$ cat src/rtl/key_seq_ctrl_if.sv
// key_seq_ctrl_if
//   Groups the key-schedule sequencer's request/status/control signals so the
//   sequencer and its environment connect through a single port.
//
//   Handshake: the requester pulses start for one cycle while the sequencer is
//   idle (busy=0, done=0). While busy=1 further start pulses are dropped. done
//   pulses for one cycle when a run completes. Reset aborts a run silently, with
//   no done pulse. key_req has no back-pressure. While it is high, the key bit
//   must be on the key register's serial input in that same cycle.
//
//   Signals:
//     start     requester -> sequencer  begin a key expansion
//     key_req   sequencer -> requester  key bit wanted this cycle (LOAD)
//     busy      sequencer -> requester  LOAD or ROUND in progress
//     done      sequencer -> requester  one-cycle completion pulse
//     ctrl_k    sequencer -> key reg    phase code
//     fk, ck    sequencer -> key reg    serial FK / CK constant bits, MSB-first
//     round     sequencer -> observers  round index, 0 outside ROUND
//     bit_cnt   sequencer -> observers  bit position in word, 0 = MSB
//     state_dbg sequencer -> observers  encoded FSM state for checkers
interface key_seq_ctrl_if;
    logic       start;
    logic       key_req;
    logic       busy;
    logic       done;
    logic [1:0] ctrl_k;
    logic       fk;
    logic       ck;
    logic [4:0] round;
    logic [4:0] bit_cnt;
    logic [1:0] state_dbg;

    modport master (
        output start,
        input  key_req, busy, done, ctrl_k, fk, ck, round, bit_cnt, state_dbg
    );

    modport slave (
        input  start,
        output key_req, busy, done, ctrl_k, fk, ck, round, bit_cnt, state_dbg
    );
endinterface

$ cat src/rtl/key_seq_ctrl.sv
// key_seq_ctrl
//   Bit-serial sequencer for the SM4 key schedule. After a start request it
//   runs a 32*LOAD_WORDS-cycle load phase. That phase streams the FK constants
//   MSB-first. It then runs NUM_ROUNDS rounds of 32 cycles each. These stream
//   the CK constants MSB-first together with the ctrl_k phase code. A single
//   done pulse closes each run.
//
//   Ports:
//     clk    system clock, posedge
//     rst_n  synchronous active-low reset
//     bus    key_seq_ctrl_if.slave (start in; key_req, busy, done, ctrl_k,
//            fk, ck, round, bit_cnt, state_dbg out)
//
//   Every output is a combinational decode of the registered state and
//   counters.
module key_seq_ctrl #(
    parameter int NUM_ROUNDS = 32,
    parameter int LOAD_WORDS = 4
) (
    input  logic           clk,
    input  logic           rst_n,
    key_seq_ctrl_if.slave  bus
);

    typedef enum logic [1:0] {
        S_IDLE  = 2'd0,
        S_LOAD  = 2'd1,
        S_ROUND = 2'd2,
        S_DONE  = 2'd3
    } state_t;

    localparam logic [1:0] LAST_WORD  = 2'(LOAD_WORDS - 1);
    localparam logic [4:0] LAST_ROUND = 5'(NUM_ROUNDS - 1);

    state_t     state_q, state_d;
    logic [4:0] bit_cnt_q, bit_cnt_d;
    logic [4:0] round_q, round_d;
    logic [1:0] word_cnt_q, word_cnt_d;

    logic [31:0] fk_word;
    logic [7:0]  ck_idx;
    logic [7:0]  ck_byte;

    always_comb begin
        fk_word = 32'hA3B1BAC6;
        case (word_cnt_q)
            2'd0:    fk_word = 32'hA3B1BAC6;
            2'd1:    fk_word = 32'h56AA3350;
            2'd2:    fk_word = 32'h677D9197;
            default: fk_word = 32'hB27022DC;
        endcase
    end

    // CK byte j of round i is ((4*i + j) * 7) mod 256. {round, j} is exactly
    // 4*i + j, and the 8-bit multiply supplies the mod-256 truncation.
    assign ck_idx  = {1'b0, round_q, bit_cnt_q[4:3]};
    assign ck_byte = ck_idx * 8'd7;

    always_ff @(posedge clk) begin
        if (!rst_n) begin
            state_q    <= S_IDLE;
            bit_cnt_q  <= 5'd0;
            round_q    <= 5'd0;
            word_cnt_q <= 2'd0;
        end else begin
            state_q    <= state_d;
            bit_cnt_q  <= bit_cnt_d;
            round_q    <= round_d;
            word_cnt_q <= word_cnt_d;
        end
    end

    always_comb begin
        state_d     = state_q;
        bit_cnt_d   = bit_cnt_q;
        round_d     = round_q;
        word_cnt_d  = word_cnt_q;

        bus.key_req = 1'b0;
        bus.busy    = 1'b0;
        bus.done    = 1'b0;
        bus.ctrl_k  = 2'b00;
        bus.fk      = 1'b0;
        bus.ck      = 1'b0;
        bus.round   = 5'd0;
        bus.bit_cnt = bit_cnt_q;

        case (state_q)
            S_IDLE: begin
                if (bus.start) begin
                    state_d    = S_LOAD;
                    bit_cnt_d  = 5'd0;
                    word_cnt_d = 2'd0;
                    round_d    = 5'd0;
                end
            end

            S_LOAD: begin
                bus.key_req = 1'b1;
                bus.busy    = 1'b1;
                // bit_cnt counts from the MSB, so invert it to index the word.
                bus.fk      = fk_word[~bit_cnt_q];
                bit_cnt_d   = bit_cnt_q + 5'd1;
                if (bit_cnt_q == 5'd31) begin
                    if (word_cnt_q == LAST_WORD) begin
                        state_d    = S_ROUND;
                        word_cnt_d = 2'd0;
                        round_d    = 5'd0;
                    end else begin
                        word_cnt_d = word_cnt_q + 2'd1;
                    end
                end
            end

            S_ROUND: begin
                bus.busy  = 1'b1;
                bus.round = round_q;
                bus.ck    = ck_byte[~bit_cnt_q[2:0]];
                if (bit_cnt_q <= 5'd12) begin
                    bus.ctrl_k = 2'b01;
                end else if (bit_cnt_q <= 5'd22) begin
                    bus.ctrl_k = 2'b11;
                end else begin
                    bus.ctrl_k = 2'b10;
                end
                bit_cnt_d = bit_cnt_q + 5'd1;
                if (bit_cnt_q == 5'd31) begin
                    if (round_q == LAST_ROUND) begin
                        state_d = S_DONE;
                        round_d = 5'd0;
                    end else begin
                        round_d = round_q + 5'd1;
                    end
                end
            end

            default: begin
                // DONE lasts one cycle. A start seen here is dropped.
                bus.done   = 1'b1;
                state_d    = S_IDLE;
                bit_cnt_d  = 5'd0;
                round_d    = 5'd0;
                word_cnt_d = 2'd0;
            end
        endcase
    end

    assign bus.state_dbg = state_q;

endmodule

$ cat src/flat_wrapper.sv
// flat-port wrapper written by rule: the top's interface ports become plain ports
module key_seq_ctrl_flat 
#(
    parameter int NUM_ROUNDS = 32,
    parameter int LOAD_WORDS = 4
)
  (clk, rst_n, bus_start, bus_key_req, bus_busy, bus_done, bus_ctrl_k, bus_fk, bus_ck, bus_round, bus_bit_cnt, bus_state_dbg);
  key_seq_ctrl_if bus_i ();
  input  logic clk;
  input  logic rst_n;
  input wire logic [$bits(bus_i.start)-1:0] bus_start;
  output wire logic [$bits(bus_i.key_req)-1:0] bus_key_req;
  output wire logic [$bits(bus_i.busy)-1:0] bus_busy;
  output wire logic [$bits(bus_i.done)-1:0] bus_done;
  output wire logic [$bits(bus_i.ctrl_k)-1:0] bus_ctrl_k;
  output wire logic [$bits(bus_i.fk)-1:0] bus_fk;
  output wire logic [$bits(bus_i.ck)-1:0] bus_ck;
  output wire logic [$bits(bus_i.round)-1:0] bus_round;
  output wire logic [$bits(bus_i.bit_cnt)-1:0] bus_bit_cnt;
  output wire logic [$bits(bus_i.state_dbg)-1:0] bus_state_dbg;
  assign bus_i.start = bus_start;
  assign bus_key_req = bus_i.key_req;
  assign bus_busy = bus_i.busy;
  assign bus_done = bus_i.done;
  assign bus_ctrl_k = bus_i.ctrl_k;
  assign bus_fk = bus_i.fk;
  assign bus_ck = bus_i.ck;
  assign bus_round = bus_i.round;
  assign bus_bit_cnt = bus_i.bit_cnt;
  assign bus_state_dbg = bus_i.state_dbg;
  key_seq_ctrl #(.NUM_ROUNDS(NUM_ROUNDS), .LOAD_WORDS(LOAD_WORDS)) u_core (.clk(clk), .rst_n(rst_n), .bus(bus_i));
endmodule
$ cat config.mk
export PLATFORM = sky130hd
export DESIGN_NAME = key_seq_ctrl_flat
export DESIGN_NICKNAME = d
export VERILOG_FILES = /design/src/rtl/key_seq_ctrl_if.sv /design/src/rtl/key_seq_ctrl.sv /design/src/flat_wrapper.sv
export SDC_FILE = /design/constraint.sdc
export NUM_CORES = 1
export LEC_CHECK = 0
export CAP_MARGIN = 10
export CORE_MARGIN = 2
export CORE_UTILIZATION = 35
export CTS_CLUSTER_SIZE = 40
export DETAILED_ROUTE_END_ITERATION = 6
export PLACE_DENSITY = 0.61
export SLEW_MARGIN = 20
export SYNTH_ARGS = -nofsm -noshare
export SYNTH_HDL_FRONTEND = slang
export SYNTH_SLANG_ARGS = --single-unit
export TNS_END_PERCENT = 100
$ cat constraint.sdc
create_clock -name clk -period 7.6 [get_ports clk]
set_input_delay 1.14 -clock clk [delete_from_list [all_inputs] [get_ports clk]]
set_output_delay 1.14 -clock clk [all_outputs]
set_load 0.005 [all_outputs]
==> impl_metrics.prom, run 1 <==
# TYPE chip_impl_metric gauge
chip_impl_metric{name="power_frac_comb",unit=""} 0.586
chip_impl_metric{name="switching_share",unit=""} 0.438
chip_impl_metric{name="post-route-min-period",unit="ns"} 4.53
chip_impl_metric{name="mappedNetlistArea",unit="sq mm"} 0.00167
chip_impl_info{name="cts_tree",value="built"} 1
chip_impl_metric{name="final_design_area_no_fill",unit="sq mm"} 0.00196
chip_impl_metric{name="ys.warnings.count",unit=""} 0
chip_impl_info{name="synthFlopType",value="sky130_fd_sc_hd__dfxtp_1"} 1
chip_impl_info{name="top_cells_by_count_synth",value="26 x sky130_fd_sc_hd__ha_1, 18 x sky130_fd_sc_hd__nor2_1, 14 x sky130_fd_sc_hd__dfxtp_1, 14 x sky130_fd_sc_hd__inv_1, 13 x sky130_fd_sc_hd__nand2_1"} 1
chip_impl_metric{name="grt_pass1_wl",unit="mm"} 6.62
chip_impl_info{name="critical_path.startpoint_type",value="register"} 1
chip_impl_metric{name="worst_skew_pair.late_latency",unit="ns"} 0.24
chip_impl_info{name="yosys.cell_count.top_type",value="sky130_fd_sc_hd__ha_1"} 1
chip_impl_metric{name="std_cell_rows",unit=""} 25
chip_impl_metric{name="sinks_on_clock_net",unit=""} 14
chip_impl_metric{name="synth_edf_count",unit=""} 0
chip_impl_info{name="timing_worst_setup_path_type",value="reg -> out"} 1
chip_impl_info{name="hold_class",value="reg -> reg"} 1
chip_impl_metric{name="area_growth",unit="%"} 17.5
chip_impl_metric{name="sequential_cell_area",unit="sq um"} 280
chip_impl_metric{name="grt_max_degree",unit=""} 26
chip_impl_metric{name="average_wire_length_per_cell_after_detail_routing",unit="um"} 13.9
chip_impl_metric{name="io_pins",unit=""} 22
chip_impl_metric{name="antenna_cells",unit=""} 0
chip_impl_metric{name="antenna_found_initial",unit=""} 0
chip_impl_metric{name="cts_inserted_buffers",unit=""} 3
chip_impl_metric{name="synth.distinct_cells",unit=""} 48
chip_impl_metric{name="chip_width",unit="um"} 73.1
chip_impl_metric{name="p_clk_frac",unit=""} 0.150
chip_impl_metric{name="cts.clk_slew.worst_paths",unit="ns"} 0.06
chip_impl_metric{name="syn_area_per_cell",unit="sq um"} 8.27
chip_impl_metric{name="finalHoldViolations",unit=""} 0
chip_impl_metric{name="timing.fmax",unit="MHz"} 221
chip_impl_metric{name="peakVddDrop",unit="uV"} 179
chip_impl_metric{name="synth_seq_cells",unit=""} 14
chip_impl_metric{name="part_of_the_yosys_area_used_for_sequential_elements",unit=""} 0.168
chip_impl_info{name="setup_repair_after_global_routing_missed_its_margin",value="false"} 1
chip_impl_metric{name="hpwl",unit="mm"} 2.76
chip_impl_info{name="timing.critical_path.slowest_stage_cell",value="sky130_fd_sc_hd__dfxtp_1"} 1
chip_impl_metric{name="synth_async_sr_flop_share",unit=""} 0
chip_impl_metric{name="slew-limit-headroom",unit=""} 0.388
chip_impl_metric{name="route.detailed.drc",unit=""} 0
chip_impl_metric{name="cp.arrival",unit="ns"} 3.39
chip_impl_metric{name="grt_pass1_vias",unit=""} 1408
chip_impl_metric{name="power.sequential.fraction",unit=""} 0.264
chip_impl_metric{name="worst_slew_pin_slew",unit="ns"} 0.916
chip_impl_metric{name="cts-root-to-sink-buffers",unit=""} 2
chip_impl_metric{name="fin_worst_skew",unit="ns"} 0.000915
chip_impl_metric{name="place_area",unit="sq mm"} 0.00191
chip_impl_metric{name="post-cts-setup-buffers",unit=""} 0
chip_impl_info{name="crit_path_cell_trace",value="fa_1 -> ha_1 -> a211oi_2 -> nor3b_1 -> mux2_4 -> a2111oi_2 -> o211a_1 -> clkdlybuf4s50_1"} 1
chip_impl_info{name="yosysTopAreaCell",value="sky130_fd_sc_hd__ha_1"} 1
chip_impl_metric{name="cap_viol_max_count",unit=""} 0
chip_impl_metric{name="p_per_area",unit="mW/mm^2"} 248
chip_impl_metric{name="grt_util_all_layers",unit=""} 0.154
chip_impl_info{name="run_status",value="finished, final reports clean"} 1
chip_impl_metric{name="synth_nets",unit=""} 238
chip_impl_metric{name="design.die.area",unit="sq mm"} 0.00534
chip_impl_metric{name="routabilityCongestion",unit=""} 0.783
chip_impl_info{name="cts_root_buf",value="sky130_fd_sc_hd__clkbuf_8"} 1
chip_impl_metric{name="final_nets",unit=""} 255
chip_impl_metric{name="htreeDepth",unit=""} 1
chip_impl_metric{name="post-place-cells",unit=""} 268
chip_impl_metric{name="r2r_slack",unit="ns"} 5.03
chip_impl_metric{name="timing.critical_path.fanout_max",unit=""} 11
chip_impl_metric{name="vias",unit=""} 1464
chip_impl_metric{name="vias_per_cell",unit=""} 5.38
chip_impl_metric{name="buffer_ports.inserted",unit=""} 21
chip_impl_metric{name="core_area",unit="sq mm"} 0.00466
chip_impl_metric{name="net-switching-power",unit="W"} 0.000213
chip_impl_info{name="category_of_the_worst_setup_path_capture_point",value="primary output"} 1
chip_impl_metric{name="final_layout_fill_cell_count",unit=""} 467
chip_impl_metric{name="count_of_antenna_violating_nets_left_after_detailed_routing",unit=""} 0
chip_impl_metric{name="cts.repair.resized",unit=""} 0
chip_impl_metric{name="multi_input_logic_area",unit="sq mm"} 0.00129
chip_impl_metric{name="start_util",unit=""} 0.358
chip_impl_metric{name="total_leakage_power",unit="nW"} 0.774
chip_impl_metric{name="slowest_delay",unit="ns"} 0.60
chip_impl_metric{name="power_report.internal_total",unit="W"} 0.000273
chip_impl_metric{name="chipHeight",unit="um"} 73.1
chip_impl_metric{name="fin_crit_sh",unit=""} 0.596
chip_impl_metric{name="maxSlewViolCount",unit=""} 0
chip_impl_metric{name="setup_viol",unit=""} 0
chip_impl_metric{name="layout-drive-gt1-share",unit=""} 0.0413
chip_impl_metric{name="setup-tns-final",unit="ns"} 0
chip_impl_metric{name="post_layout_nonfiller_instances",unit=""} 272
chip_impl_metric{name="drt-initial-drc-count",unit=""} 115
chip_impl_metric{name="syn-instance-count",unit=""} 202
chip_impl_metric{name="yosys.area.top_type_share",unit=""} 0.195
chip_impl_metric{name="first_pass_iters",unit=""} 4
chip_impl_metric{name="drt-total-wl",unit="mm"} 3.77
chip_impl_metric{name="grt_overflow_total",unit=""} 0
chip_impl_metric{name="cts_hold_buf",unit=""} 0
chip_impl_info{name="synth.top_cells.by_area",value="sky130_fd_sc_hd__ha_1 19%, sky130_fd_sc_hd__dfxtp_1 17%, sky130_fd_sc_hd__fa_1 8.4%"} 1
chip_impl_metric{name="worst_ep_required_time",unit="ns"} 6.46
-- worst paths after layout --
path | end | start | cells after the start
worst min-delay path | u_core.bus.state_dbg[1] | u_core.bus.state_dbg[1] | 2
worst max register to register | u_core.round_q[1] | u_core.bus.bit_cnt[0] | 8
worst min register to register | u_core.bus.state_dbg[1] | u_core.bus.state_dbg[1] | 2
worst max-delay path | bus_ck | u_core.bus.bit_cnt[4] | 8
-- flip-flops by register name, indices dropped and copies added, names as in the netlist --
name / cells
u_core.bus.state_dbg: 2
u_core.word_cnt_q: 2
u_core.bus.bit_cnt: 5
u_core.round_q: 5
-- layout make-up --
cell class / count / share of cell area
repair buffers: 21 / 0.107
multi-input cells: 164 / 0.659
well taps: 54 / 0.0344
inverters: 15 / 0.0287
flip-flops and latches: 14 / 0.143
clock buffers: 4 / 0.0281
-- cell usage in the layout (no fill, tap or decap), drive strengths merged, types with 2 or more instances in the layout --
master / instances
dfxtp: 14
a31oi: 5
nor3: 5
fa: 7
o21ai: 8
a21oi: 7
nor2: 18
a211oi: 4
clkbuf: 4
xnor2: 4
a21boi: 3
inv: 15
and3: 3
clkdlybuf4s50: 21
o31ai: 2
mux2i: 3
nor3b: 3
ha: 26
nand2b: 6
nand2: 13
nor2b: 8
and2: 9
a211o: 3
a22oi: 2
nand3: 7
-- worst max-delay path, delay by kind of cell, from the launching register on --
family          cells  cell delay (ns)
compound gates      3             0.53
flops               1             0.60
mux                 1             0.34
simple gates        1             0.37
buf+inv             1             0.49
fa+ha+maj           2             0.80
-- kinds of logic after synthesis --
logic type      share of synthesized area
simple gates                        0.229
buf+inv                            0.0584
compound gates                      0.199
xor+xnor                           0.0262
flops                               0.168
mux                                0.0404
fa+ha+maj                           0.279
-- power by group through the flow --
stage / logic (W) / clock network, W / registers (W)
floorplan: 0.000216 / 0 / 0.000111
global placement: 0.000286 / 0 / 0.000130
detailed placement: 0.000286 / 0 / 0.000130
CTS: 0.000288 / 0.0000751 / 0.000128
global route: 0.000324 / 0.0000792 / 0.000133
finish: 0.000285 / 0.0000728 / 0.000129
-- metrics by stage --
stage	hold WS (ns)	util	power [W]	setup WS [ns]
4_1_cts	0.544	0.421	0.000492	3.03
6_report	0.546	0.421	0.000487	3.07
2_1_floorplan	0.494	-	0.000326	4.02
3_5_place_dp	0.542	0.409	0.000416	3.31
3_3_place_gp	0.523	0.409	0.000416	3.38
5_1_grt	0.606	0.421	0.000536	2.80
-- routing by layer --
layer | track usage | up-vias | share of wire
li1 | - | 745 | -
met2 | 0.226 | 28 | 0.44
met5 | 0 | - | 0
met1 | 0.237 | 687 | 0.53
met3 | 0.0124 | 4 | 0.026
met4 | 0.0432 | 0 | 0.0080
(Power assumes the default switching activity.)
==> run 2: changes to the inputs <==
clock period = 4.2 ns   (was 7.6 ns; I/O delays follow)
==> impl_metrics.prom, run 2 (same netlist as run 1, synthesis figures left out) <==
# TYPE chip_impl_metric gauge
chip_impl_metric{name="htreeDepth",unit=""} 1
chip_impl_metric{name="cts_hold_buf",unit=""} 0
chip_impl_metric{name="std_cell_rows",unit=""} 25
chip_impl_metric{name="chip_width",unit="um"} 73.1
chip_impl_metric{name="count_of_antenna_violating_nets_left_after_detailed_routing",unit=""} 0
chip_impl_info{name="highest_count_cells_in_the_layout_ignoring_fill_and_taps",value="26 x sky130_fd_sc_hd__ha_1, 21 x sky130_fd_sc_hd__clkdlybuf4s50_1, 18 x sky130_fd_sc_hd__nor2_1"} 1
chip_impl_metric{name="fin_worst_skew",unit="ns"} 0.00290
chip_impl_metric{name="fin_crit_sh",unit=""} 0.956
chip_impl_metric{name="grt_pass1_vias",unit=""} 1422
chip_impl_info{name="category_of_the_worst_setup_path_capture_point",value="primary output"} 1
chip_impl_metric{name="chipHeight",unit="um"} 73.1
chip_impl_metric{name="start_util",unit=""} 0.358
chip_impl_metric{name="hpwl",unit="mm"} 2.91
chip_impl_metric{name="timing.hold.ws",unit="ns"} 0.543
chip_impl_metric{name="final_nets",unit=""} 258
chip_impl_metric{name="antenna_found_initial",unit=""} 0
chip_impl_metric{name="worst_ep_required_time",unit="ns"} 3.57
chip_impl_metric{name="grt_max_degree",unit=""} 18
chip_impl_metric{name="post-place-cells",unit=""} 271
chip_impl_metric{name="cap_viol_max_count",unit=""} 0
chip_impl_metric{name="finalHoldViolations",unit=""} 0
chip_impl_metric{name="route.detailed.drc",unit=""} 0
chip_impl_metric{name="average_wire_length_per_cell_after_detail_routing",unit="um"} 14.0
chip_impl_metric{name="antenna_cells",unit=""} 0
chip_impl_metric{name="drt-initial-drc-count",unit=""} 106
chip_impl_metric{name="slew-limit-headroom",unit=""} 0.613
chip_impl_metric{name="worst_skew_pair.late_latency",unit="ns"} 0.25
chip_impl_metric{name="cp.arrival",unit="ns"} 3.38
chip_impl_metric{name="cts_inserted_buffers",unit=""} 3
chip_impl_info{name="cts_root_buf",value="sky130_fd_sc_hd__clkbuf_8"} 1
chip_impl_info{name="final_common_cell",value="sky130_fd_sc_hd__ha_1"} 1
chip_impl_metric{name="area_growth",unit="%"} 18.8
chip_impl_metric{name="setup_slack",unit="ns"} 0.186
chip_impl_metric{name="design.die.area",unit="sq mm"} 0.00534
chip_impl_metric{name="io_pins",unit=""} 22
chip_impl_metric{name="first_pass_iters",unit=""} 4
chip_impl_metric{name="vias_per_cell",unit=""} 5.36
chip_impl_info{name="critical_path.startpoint_type",value="register"} 1
chip_impl_metric{name="drt-total-wl",unit="mm"} 3.86
chip_impl_info{name="timing_worst_setup_path_type",value="reg -> out"} 1
chip_impl_metric{name="worst_slew_pin_slew",unit="ns"} 0.580
chip_impl_metric{name="total_leakage_power",unit="nW"} 0.790
chip_impl_metric{name="timing.fmax",unit="MHz"} 249
chip_impl_metric{name="grt_pass1_wl",unit="mm"} 6.64
chip_impl_metric{name="fin_util",unit=""} 0.426
chip_impl_metric{name="layout-drive-gt1-share",unit=""} 0.0543
chip_impl_metric{name="cts.repair.resized",unit=""} 0
chip_impl_metric{name="grt_util_all_layers",unit=""} 0.157
chip_impl_metric{name="grt_overflow_total",unit=""} 0
chip_impl_metric{name="cts-root-to-sink-buffers",unit=""} 2
chip_impl_metric{name="buffer_ports.inserted",unit=""} 21
chip_impl_metric{name="maxSlewViolCount",unit=""} 0
chip_impl_metric{name="peakVddDrop",unit="uV"} 303
chip_impl_metric{name="setup_viol",unit=""} 0
chip_impl_metric{name="timing.critical_path.fanout_max",unit=""} 11
chip_impl_metric{name="pre_cts_slack",unit="ns"} 0.475
chip_impl_metric{name="routabilityCongestion",unit=""} 0.755
chip_impl_metric{name="core_area",unit="sq mm"} 0.00466
chip_impl_metric{name="cts.clk_slew.worst_paths",unit="ns"} 0.06
chip_impl_metric{name="post-route-min-period",unit="ns"} 4.01
chip_impl_metric{name="post_layout_nonfiller_instances",unit=""} 275
chip_impl_metric{name="post-cts-setup-buffers",unit=""} 0
chip_impl_info{name="run_status",value="finished, final reports clean"} 1
chip_impl_metric{name="p_per_area",unit="mW/mm^2"} 451
chip_impl_info{name="cts_tree",value="built"} 1
chip_impl_info{name="hold_class",value="reg -> reg"} 1
chip_impl_metric{name="sinks_on_clock_net",unit=""} 14
chip_impl_metric{name="vias",unit=""} 1473
chip_impl_info{name="setup_repair_after_global_routing_missed_its_margin",value="false"} 1
chip_impl_metric{name="setup-tns-final",unit="ns"} 0
-- run 2: cell count changes in the layout (fill, tap and decap cells not counted) --
| cell | previous run | this run |
|---|---|---|
| sky130_fd_sc_hd__buf_4 | 0 | 3 |
-- run 2: power by group --
part	total (W)	internal, W	switching (W)	leakage [nW]
Sequential	0.000207	0.000157	0.0000497	0.114
Clock	0.000134	0.0000831	0.0000511	0.0288
Combinational	0.000553	0.000261	0.000291	0.648
-- run 2: critical path, stage by stage (launching register included) --
cell and delay [ns]:
sky130_fd_sc_hd__dfxtp_1 0.58, sky130_fd_sc_hd__fa_1 0.50, sky130_fd_sc_hd__ha_1 0.32, sky130_fd_sc_hd__a211oi_2 0.08
sky130_fd_sc_hd__nor3b_1 0.37, sky130_fd_sc_hd__mux2_4 0.34, sky130_fd_sc_hd__a2111oi_2 0.27, sky130_fd_sc_hd__o211a_1 0.18
sky130_fd_sc_hd__clkdlybuf4s50_1 0.49
-- run 2: worst paths after layout --
check | startpoint | to | slack [ns] | depth (start not counted)
min | u_core.bus.state_dbg[1] | u_core.bus.state_dbg[1] | 0.54 | 2
min reg2reg | u_core.bus.state_dbg[1] | u_core.bus.state_dbg[1] | 0.54 | 2
max reg2reg | u_core.bus.bit_cnt[0] | u_core.round_q[1] | 1.82 | 9
max | u_core.bus.bit_cnt[4] | bus_ck | 0.19 | 8
-- run 2: stage by stage --
stage | power, W | area (sq um)
2_1_floorplan | 0.000591 | 1670
3_3_place_gp | 0.000759 | 1930
3_5_place_dp | 0.000760 | 1930
4_1_cts | 0.000899 | 1980
5_1_grt | 0.000980 | 1980
6_report | 0.000894 | 1980
-- run 2: area by class of cell --
class / instances / area [sq um]
clock buffers: 4 / 55.1
fillers: 485 / 2680
inverters: 15 / 56.3
multi-input cells: 164 / 1290
flip-flops and latches: 14 / 280
well taps: 54 / 67.6
repair buffers: 24 / 233
-- run 2: metal layers --
| layer | GRT usage | vias up | part of all wire |
|---|---|---|---|
| li1 | - | 749 | - |
| met1 | 0.235 | 690 | 0.51 |
| met2 | 0.227 | 29 | 0.44 |
| met3 | 0.0166 | 5 | 0.027 |
| met4 | 0.0658 | 0 | 0.014 |
| met5 | 0 | - | 0 |
==> variant: new RTL, settings of run 2 <==
Make the reset (`rst_n`) asynchronous in one clocked block. Comments in the files are not updated.
--- a/src/rtl/key_seq_ctrl.sv
+++ b/src/rtl/key_seq_ctrl.sv
@@ -56,7 +56,7 @@
     assign ck_idx  = {1'b0, round_q, bit_cnt_q[4:3]};
     assign ck_byte = ck_idx * 8'd7;
 
-    always_ff @(posedge clk) begin
+    always_ff @(posedge clk or negedge rst_n) begin
         if (!rst_n) begin
             state_q    <= S_IDLE;
             bit_cnt_q  <= 5'd0;
Formal check against the unedited RTL: differs if rst_n is asserted again (counterexample within 4 cycles, from zero or initial values and one cycle with rst_n low); with rst_n held inactive, the same outputs for 10 cycles.
==> variant against run 2 <==
- design area up 4.1%
- non-clock buffer count down 1
- worst setup slack better by 0.11 ns
- utilization up 0.87 points
- synthesized area up 3.9%
- power up 16%
- largest cell class unchanged
- sequential cell count unchanged
- routed wire length down 3.3%
- clock skew up 0.0020 ns
==> variant: results (changes against run 2) <==
run status=finished clean (unchanged); placed cell count=278 (was 271); total global-route track usage=14.8% (was 15.7%); sequential-to-total area share from yosys stat=20.2% (was 16.8%); register-to-register setup slack=1.59 ns (was 1.82 ns); share of the synthesized area in the top cell type=20.2% (was 19.5%); pin count of the biggest net entering global routing=20 (was 18); dpl ws=0.558 ns (was 0.475 ns); Post-Synthesis Mean Instance Area=8.90 µm² (was 8.27 µm²); ratio of cells with drive above 1 in the final layout=6.05% (was 5.43%); slew at the pin closest to its max-slew limit=0.656 ns (was 0.580 ns); Hold Crit Depth=1 (was 2); final critical-path setup slack=0.300 ns (was 0.186 ns); fill count=483 (was 485); global-route track usage on met3=1.90% (was 1.66%); terminus of the critical flop-to-flop path=u_core.bus.state_dbg[1] (was u_core.round_q[1]); RePlAce Congestion=0.791 (was 0.755); terminating pin of the worst hold path=u_core.bus.state_dbg[1] (unchanged); launch instance of the worst register-to-register path=u_core.bus.bit_cnt[0] (unchanged); LEAKAGE=0.871 nW (was 0.790 nW); proportion of register bits with asynchronous set or reset after synthesis=100% (was 0%); critical path's slowest cell=sky130_fd_sc_hd__fa_1 (was sky130_fd_sc_hd__dfxtp_1); min-delay src=u_core.bus.state_dbg[1] (unchanged); post-detailed-placement half-perimeter wirelength=2.86 mm (was 2.91 mm); routed vias/inst=5.15 (was 5.36); number of global-route vias before repair=1349 (was 1422); global routing met1 resource utilization=22.8% (was 23.5%); post-placement cell area=2010 µm² (was 1930 µm²); ranking of synthesized cells by instance count=sky130_fd_sc_hd__ha_1, sky130_fd_sc_hd__nand2_1, sky130_fd_sc_hd__dfrtp_1, sky130_fd_sc_hd__inv_1, sky130_fd_sc_hd__nor2_1 (was sky130_fd_sc_hd__ha_1, sky130_fd_sc_hd__nor2_1, sky130_fd_sc_hd__dfxtp_1, sky130_fd_sc_hd__inv_1, sky130_fd_sc_hd__nand2_1); global-route wire length before repair=6.44 mm (was 6.64 mm); Setup crit start=u_core.bus.bit_cnt[4] (unchanged); routed length per placed instance=13.2 µm (was 14.0 µm); net count after synthesis=231 (was 238); total area of sequential cells=350 µm² (was 280 µm²); number of DRC markers in iteration 0=64 (was 106)
==> variant: power breakdown <==
part	leakage, nW	internal [mW]	switching, mW
sequential	0.188	0.165	0.0748
combinational	0.654	0.330	0.338
clock	0.0288	0.0829	0.0481
total	0.871	0.578	0.461
==> variant: layout make-up <==
cell class | instances | area share [%]
clock buffers | 4 | 2.67
repair buffers | 23 | 10.9
multi-input cells | 159 | 62.6
flip-flops and latches | 14 | 17.0
inverters | 15 | 2.85
well taps | 67 | 4.06
==> variant: cells by family (layout without fill, tap and decap cells) <==
logic type	count (synthesis)	after routing	synth area share (%)
adder cells (fa/ha/maj)	33	33	26.8
flip-flops	14	14	20.2
buffers and inverters	22	42	5.34
AO/OA/AOI/OAI	45	45	16.9
multiplexers	8	8	7.28
XOR/XNOR	3	3	1.51
AND/OR/NAND/NOR	70	70	21.9
==> variant: metal layers <==
layer | share of wire, % | wire length (µm)
met1 | 52 | 1960
met2 | 45 | 1660
met3 | 2.7 | 102
met4 | 0.27 | 10
met5 | 0 | 0
